[src/rtl/synth_pkg.sv]
// Synth-wide constants shared by the oscillator bank and its controllers.
package synth_pkg;
   localparam int unsigned SYNTH_PHASE_ACC_BITS = 24;
endpackage

[src/rtl/voice_allocator.sv]
// voice_allocator: polyphony controller for the oscillator bank.
// Accepts note-on/note-off events over a valid/ready handshake. Each note is
// mapped onto one of NUM_VOICES voices, and the allocator drives that voice's
// phase increment and a phase-reset pulse.
// Optional feature macro: VOICE_STEAL_EN. When it is defined, a note-on that
// finds no free voice steals the oldest voice. When it is undefined, such a
// note-on is dropped and drop_out pulses.
// Ports:
//   clk_in, rst_in    clock, synchronous active-high reset
//   evt_valid_in      event valid; evt_ready_out is the event ready
//   evt_on_in         1 = note-on, 0 = note-off
//   evt_key_in        note key
//   evt_incr_in       phase increment for a note-on
//   phase_incr_out    per-voice phase increment, voice i at [i*W +: W]
//   voice_active_out  per-voice sounding flag
//   voice_rst_out     per-voice 1-cycle phase-accumulator reset pulse
//   drop_out          1-cycle pulse when a note-on is discarded
module voice_allocator
   import synth_pkg::*;
#(
   parameter int unsigned NUM_VOICES = 8,
   parameter int unsigned KEY_BITS   = 7,
   parameter int unsigned AGE_BITS   = 8
) (
   input  logic                                       clk_in,
   input  logic                                       rst_in,
   input  logic                                       evt_valid_in,
   output logic                                       evt_ready_out,
   input  logic                                       evt_on_in,
   input  logic [KEY_BITS-1:0]                        evt_key_in,
   input  logic [SYNTH_PHASE_ACC_BITS-1:0]            evt_incr_in,
   output logic [NUM_VOICES*SYNTH_PHASE_ACC_BITS-1:0] phase_incr_out,
   output logic [NUM_VOICES-1:0]                      voice_active_out,
   output logic [NUM_VOICES-1:0]                      voice_rst_out,
   output logic                                       drop_out
);

   localparam int unsigned PW    = SYNTH_PHASE_ACC_BITS;
   localparam int unsigned IDX_W = (NUM_VOICES > 1) ? $clog2(NUM_VOICES) : 1;
   localparam logic [IDX_W-1:0]    LAST_IDX = IDX_W'(NUM_VOICES - 1);
   localparam logic [AGE_BITS-1:0] AGE_MAX  = '1;
`ifdef VOICE_STEAL_EN
   localparam bit STEAL_EN = 1'b1;
`else
   localparam bit STEAL_EN = 1'b0;
`endif

   typedef enum logic [1:0] {ST_IDLE, ST_SCAN, ST_COMMIT} state_e;

   state_e                         state_q, state_d;
   logic                           ready_q, ready_d;
   logic [IDX_W-1:0]               scan_idx_q, scan_idx_d;

   // latched event
   logic                           ev_on_q, ev_on_d;
   logic [KEY_BITS-1:0]            ev_key_q, ev_key_d;
   logic [PW-1:0]                  ev_incr_q, ev_incr_d;

   // scan results
   logic                           match_found_q, match_found_d;
   logic [IDX_W-1:0]               match_idx_q, match_idx_d;
   logic                           free_found_q, free_found_d;
   logic [IDX_W-1:0]               free_idx_q, free_idx_d;
   logic                           old_found_q, old_found_d;
   logic [IDX_W-1:0]               old_idx_q, old_idx_d;
   logic [AGE_BITS-1:0]            old_age_q, old_age_d;

   // voice state
   logic [NUM_VOICES-1:0]          active_q, active_d;
   logic [KEY_BITS-1:0]            key_q [NUM_VOICES];
   logic [KEY_BITS-1:0]            key_d [NUM_VOICES];
   logic [AGE_BITS-1:0]            age_q [NUM_VOICES];
   logic [AGE_BITS-1:0]            age_d [NUM_VOICES];
   logic [NUM_VOICES*PW-1:0]       incr_q, incr_d;
   logic [NUM_VOICES-1:0]          voice_rst_q, voice_rst_d;
   logic                           drop_q, drop_d;

   logic                           tgt_ok;
   logic [IDX_W-1:0]               tgt_idx;

   // State and voice registers
   always_ff @(posedge clk_in) begin
      if (rst_in) begin
         state_q       <= ST_IDLE;
         ready_q       <= 1'b0;
         scan_idx_q    <= '0;
         ev_on_q       <= 1'b0;
         ev_key_q      <= '0;
         ev_incr_q     <= '0;
         match_found_q <= 1'b0;
         match_idx_q   <= '0;
         free_found_q  <= 1'b0;
         free_idx_q    <= '0;
         old_found_q   <= 1'b0;
         old_idx_q     <= '0;
         old_age_q     <= '0;
         active_q      <= '0;
         key_q         <= '{default: '0};
         age_q         <= '{default: '0};
         incr_q        <= '0;
         voice_rst_q   <= '0;
         drop_q        <= 1'b0;
      end else begin
         state_q       <= state_d;
         ready_q       <= ready_d;
         scan_idx_q    <= scan_idx_d;
         ev_on_q       <= ev_on_d;
         ev_key_q      <= ev_key_d;
         ev_incr_q     <= ev_incr_d;
         match_found_q <= match_found_d;
         match_idx_q   <= match_idx_d;
         free_found_q  <= free_found_d;
         free_idx_q    <= free_idx_d;
         old_found_q   <= old_found_d;
         old_idx_q     <= old_idx_d;
         old_age_q     <= old_age_d;
         active_q      <= active_d;
         key_q         <= key_d;
         age_q         <= age_d;
         incr_q        <= incr_d;
         voice_rst_q   <= voice_rst_d;
         drop_q        <= drop_d;
      end
   end

   // Next-state: accept, serial scan, single-cycle commit
   always_comb begin
      state_d       = state_q;
      scan_idx_d    = scan_idx_q;
      ev_on_d       = ev_on_q;
      ev_key_d      = ev_key_q;
      ev_incr_d     = ev_incr_q;
      match_found_d = match_found_q;
      match_idx_d   = match_idx_q;
      free_found_d  = free_found_q;
      free_idx_d    = free_idx_q;
      old_found_d   = old_found_q;
      old_idx_d     = old_idx_q;
      old_age_d     = old_age_q;
      active_d      = active_q;
      key_d         = key_q;
      age_d         = age_q;
      incr_d        = incr_q;
      voice_rst_d   = '0;
      drop_d        = 1'b0;
      tgt_ok        = 1'b0;
      tgt_idx       = '0;

      case (state_q)
         ST_IDLE: begin
            // ready_q is only ever high while idle
            if (evt_valid_in && ready_q) begin
               ev_on_d       = evt_on_in;
               ev_key_d      = evt_key_in;
               ev_incr_d     = evt_incr_in;
               scan_idx_d    = '0;
               match_found_d = 1'b0;
               free_found_d  = 1'b0;
               old_found_d   = 1'b0;
               old_age_d     = '0;
               state_d       = ST_SCAN;
            end
         end
         ST_SCAN: begin
            if (active_q[scan_idx_q]) begin
               if (!match_found_q && (key_q[scan_idx_q] == ev_key_q)) begin
                  match_found_d = 1'b1;
                  match_idx_d   = scan_idx_q;
               end
               // strict '>' keeps the lowest index on an age tie
               if (!old_found_q || (age_q[scan_idx_q] > old_age_q)) begin
                  old_found_d = 1'b1;
                  old_idx_d   = scan_idx_q;
                  old_age_d   = age_q[scan_idx_q];
               end
            end else if (!free_found_q) begin
               free_found_d = 1'b1;
               free_idx_d   = scan_idx_q;
            end
            if (scan_idx_q == LAST_IDX) begin
               state_d = ST_COMMIT;
            end else begin
               scan_idx_d = scan_idx_q + IDX_W'(1);
            end
         end
         ST_COMMIT: begin
            state_d = ST_IDLE;
            if (ev_on_q) begin
               if (match_found_q) begin
                  tgt_ok  = 1'b1;
                  tgt_idx = match_idx_q;
               end else if (free_found_q) begin
                  tgt_ok  = 1'b1;
                  tgt_idx = free_idx_q;
               end else if (STEAL_EN) begin
                  tgt_ok  = 1'b1;
                  tgt_idx = old_idx_q;
               end else begin
                  drop_d = 1'b1;
               end
               if (tgt_ok) begin
                  for (int unsigned i = 0; i < NUM_VOICES; i++) begin
                     if (IDX_W'(i) == tgt_idx) begin
                        active_d[i]          = 1'b1;
                        key_d[i]             = ev_key_q;
                        age_d[i]             = '0;
                        incr_d[i*PW +: PW]   = ev_incr_q;
                        voice_rst_d[i]       = 1'b1;
                     end else if (active_q[i] && (age_q[i] != AGE_MAX)) begin
                        age_d[i] = age_q[i] + AGE_BITS'(1);
                     end
                  end
               end
            end else if (match_found_q) begin
               for (int unsigned i = 0; i < NUM_VOICES; i++) begin
                  if (IDX_W'(i) == match_idx_q) begin
                     active_d[i]        = 1'b0;
                     incr_d[i*PW +: PW] = '0;
                  end
               end
            end
         end
         default: state_d = ST_IDLE;
      endcase

      // one idle cycle with ready low after commit gives N+2 accept spacing
      ready_d = (state_q == ST_IDLE) && (state_d == ST_IDLE);
   end

   assign evt_ready_out    = ready_q;
   assign phase_incr_out   = incr_q;
   assign voice_active_out = active_q;
   assign voice_rst_out    = voice_rst_q;
   assign drop_out         = drop_q;

endmodule

[config.mk]
export PLATFORM = sky130hd
export DESIGN_NAME = voice_allocator
export DESIGN_NICKNAME = d
export VERILOG_FILES = /design/src/rtl/synth_pkg.sv /design/src/rtl/voice_allocator.sv
export SDC_FILE = /design/constraint.sdc
export NUM_CORES = 1
export LEC_CHECK = 0
export CAP_MARGIN = 10
export CORE_UTILIZATION = 25
export CTS_BUF_LIST = sky130_fd_sc_hd__clkbuf_2
export CTS_CLUSTER_DIAMETER = 100
export CTS_CLUSTER_SIZE = 12
export DETAILED_ROUTE_END_ITERATION = 8
export HOLD_SLACK_MARGIN = 0.1
export PLACE_DENSITY = 0.5
export REMOVE_ABC_BUFFERS = 1
export SYNTH_ARGS = -nofsm -noshare
export SYNTH_HDL_FRONTEND = slang
export SYNTH_SLANG_ARGS = --single-unit
[constraint.sdc]
create_clock -name clk_in -period 2.6 [get_ports clk_in]
set_clock_uncertainty 0.05 [all_clocks]
set_input_delay 0.65 -clock clk_in [delete_from_list [all_inputs] [get_ports clk_in]]
set_output_delay 0.65 -clock clk_in [all_outputs]
set_load 0.05 [all_outputs]
==> flow_summary.toml <==
[clock_network]
clk_pin_slew_worst_paths_ps = 230
cts_tree = "built"
cts.sinks = 311
cts_made_buffers = 30
h-tree-depth = 1
clk_latency_ps = 1020
clock_path_buffers = 3
clockRootBuffer = "clkbuf_2"

[critical_path]
cp.depth = 7
r2r_end = "match_idx_q[2]"
crit_path_end_kind = "register"
cp_slowest_stage_delay_ps = 530
start_kind = "register"
cp_num_buf_inv = 1
critPathCapture = "match_idx_q[2]"
crit_family = "simple AND/OR/NAND/NOR gates"
rr_worst_depth = 7
timing.rr.start = "scan_idx_q[0]"
ff2ff_setup_slack_ps = 170
worstPathMaxFanout = 14
startpoint = "scan_idx_q[0]"
cp.arrival_ps = 3340
crit_chain = "buf_4 -> mux2_2 -> o22ai_1 -> or3_1 -> nand4_1 -> nor4_4 -> mux2i_1"
crit_required_ps = 3510
cp_slowest_cell = "dfxtp_1"
critPathKind = "register to register"

[flow_run]
max_cap_viol_count = 0

[synthesis]
synth_warnings = 0
synth.avg_cell_area_um2 = 9.98
netlist_instances = 1213
synthArstFlopShare_pct = 0
ys.flop_type = "dfxtp_1"
synth_area_mm2 = 0.0121
ys_types = 53
synth_edf_count = 0
ys_seq_area_share_pct = 51.4
synth_seq_cells = 311

[power]
internal-power_uw = 5390
leakage_uw = 0.00692
combinationalPowerShare_pct = 5.1
clkPwrFrac_pct = 27.8
pwr-share-seq_pct = 67.1
p_switching_uw = 1820
power_uw = 7220
ir_drop_v = 0.000267
switching_share_pct = 25.3
powerDensity_mw_per_mm2 = 480

[detailed_routing]
wl_per_cell_um = 18.2
vias = 9146
dr.first_iter.drc_count = 322
viasPerCell = 4.42
drc_errors = 0
routed_wl_um = 37700
firstDrtPassIters = 4
postRouteAntennaNets = 0

[floorplanning]
core_mm2 = 0.0477
die-width_um = 222
start_util_pct = 25.4
die-area_mm2 = 0.0493
ios = 245
rows = 80
die_h_um = 222

[global_routing]
grt_pass1_wl_um = 56700
grt_usage_pct = 14.9
overflow = 0
grt_pass1_vias = 8936
grt_max_degree = 84
antenna_found_initial = 1

[timing]
finalMaxSlewViolations = 0
setup_viol = 0
max_slew_margin_pct = 57.1
finalCritPeriodShare_pct = 93.4
hold_viol_final = 0
whs_ps = 413
tightest_slew_ps = 643
period_minus_slack_ps = 2430
fmax_ghz = 0.412
rsz0062_at_grt = "no"

[worst_hold_path]
hold_depth = 2
hold_path.class = "register to register"

[placed_design]
place_hpwl_um = 24600
place_area_mm2 = 0.0153
io_buffers = 244
globalplace.congestion = 0.790

[cells_and_area]
stdcell_area_mm2 = 0.0150
layout_common_cells = "307 x dfxtp_1, 271 x nor2_1, 264 x mux2i_1"
fin_nets = 1490
regArea_mm2 = 0.00623
layout-drive-gt1-share_pct = 22.1
multi_input_area_mm2 = 0.00538
final_common_cell = "dfxtp_1"
n_fill_cell = 5038
fin_util_pct = 31.5
syn2layout_area_growth_pct = 24.1

[outcome]
status = "complete, no violations"
## metrics by stage
step | setup WS (ps) | instances | TNS, ps
after floorplan | -250 | 1108 | -9240
after global placement | 247 | 2002 | 0
after detailed placement | 174 | 2002 | 0
after CTS | 0.0848 | 2070 | 0
after global routing | 0.111 | 2071 | 0
final | 172 | 2071 | 0
## flip-flops by register name (all words and copies together) (netlist names)
register          flops
scan_idx_q            3
ev_key_q              7
free_idx_q            3
state_q               2
match_idx_q           3
match_found_q         1
drop_out              1
ev_on_q               1
ev_incr_q            24
key_q                56
voice_rst_out         8
free_found_q          1
evt_ready_out         1
voice_active_out      8
phase_incr_out      192
## synth_stat cells (3+ instances only)
library cell  number  area (µm²)
dfxtp_1          311        6230
nor2_1           271        1020
mux2i_1          264        2640
nand2_1           82         308
clkbuf_1          75         282
a21oi_1           48         240
and2_1            27         169
nand2b_1          12        75.1
buf_2             11        55.1
buf_4             10        75.1
mux2_2            10         113
buf_6              7        78.8
nor3_1             6        30.0
mux4_2             5         113
o21ai_0            5        25.0
o22ai_1            5        31.3
a22o_1             4        35.0
or3_1              4        25.0
xor2_1             4        35.0
a22oi_1            3        22.5
nor2b_1            3        18.8
nor4_1             3        18.8
o32ai_1            3        26.3
## worst min-delay path by stage
stage                              from       endpoint  slack [ps]
final                     ev_incr_q[19]  ev_incr_q[19]         410
after global routing       ev_incr_q[2]   ev_incr_q[2]         440
after CTS                        rst_in     state_q[0]         400
after detailed placement   ev_incr_q[9]   ev_incr_q[9]         390
after global placement     ev_incr_q[8]   ev_incr_q[8]         390
after floorplan            ev_incr_q[0]   ev_incr_q[0]         380
## metal layers
layer / routed length [µm] / share of wire, % / vias up / global-route usage, %
li1: - / - / 4500 / -
met1: 17600 / 47 / 4397 / 20.0
met2: 17200 / 46 / 197 / 24.0
met3: 1810 / 4.8 / 52 / 3.06
met4: 1090 / 2.9 / 0 / 4.59
met5: 0 / 0 / - / 0
## worst register-to-register path, stage by stage, from the launching register on
cell	delay (ps)
dfxtp_1	530
buf_4	300
mux2_2	370
o22ai_1	200
or3_1	140
nand4_1	130
nor4_4	460
mux2i_1	220
## cells by family (layout without fill, tap and decap cells)
kind of cell	count (synthesis)	after routing	synth area share [%]
AND/OR/NAND/NOR	429	429	15.6
XOR/XNOR	4	4	0.289
multiplexers	280	280	23.9
adder cells (fa/ha/maj)	2	2	0.207
flip-flops	311	311	51.4
buffers and inverters	106	348	4.33
other	0	1	0
AO/OA/AOI/OAI	81	81	4.21
## timing repair
| action | CTS | global route |
|---|---|---|
| pin swaps | 0 | 0 |
| setup buffers | 0 | 0 |
| resized for setup | 948 | 43 |
| setup endpoints to repair | 210 | 37 |
| hold buffers | 34 | 0 |
| endpoints found under the hold margin | 112 | 0 |
## cell type report
cell class / instances / area share, %
multi-input combinational: 796 / 35.8
antenna: 1 / 0.0167
clock buffer: 32 / 1.07
clock inverter: 2 / 0.258
tap: 615 / 5.12
timing repair buffer: 313 / 16.2
inverter: 1 / 0.0250
sequential: 311 / 41.5
## power by group through the flow
| stage | clock [µW] | combinational [µW] | sequential (µW) |
|---|---|---|---|
| 2_1_floorplan | 0 | 96.2 | 4940 |
| 3_3_place_gp | 0 | 331 | 4930 |
| 3_5_place_dp | 0 | 331 | 4930 |
| 4_1_cts | 2200 | 377 | 4850 |
| 5_1_grt | 2360 | 404 | 4860 |
| 6_report | 2010 | 368 | 4840 |
Power figures use the tool's default switching activity.
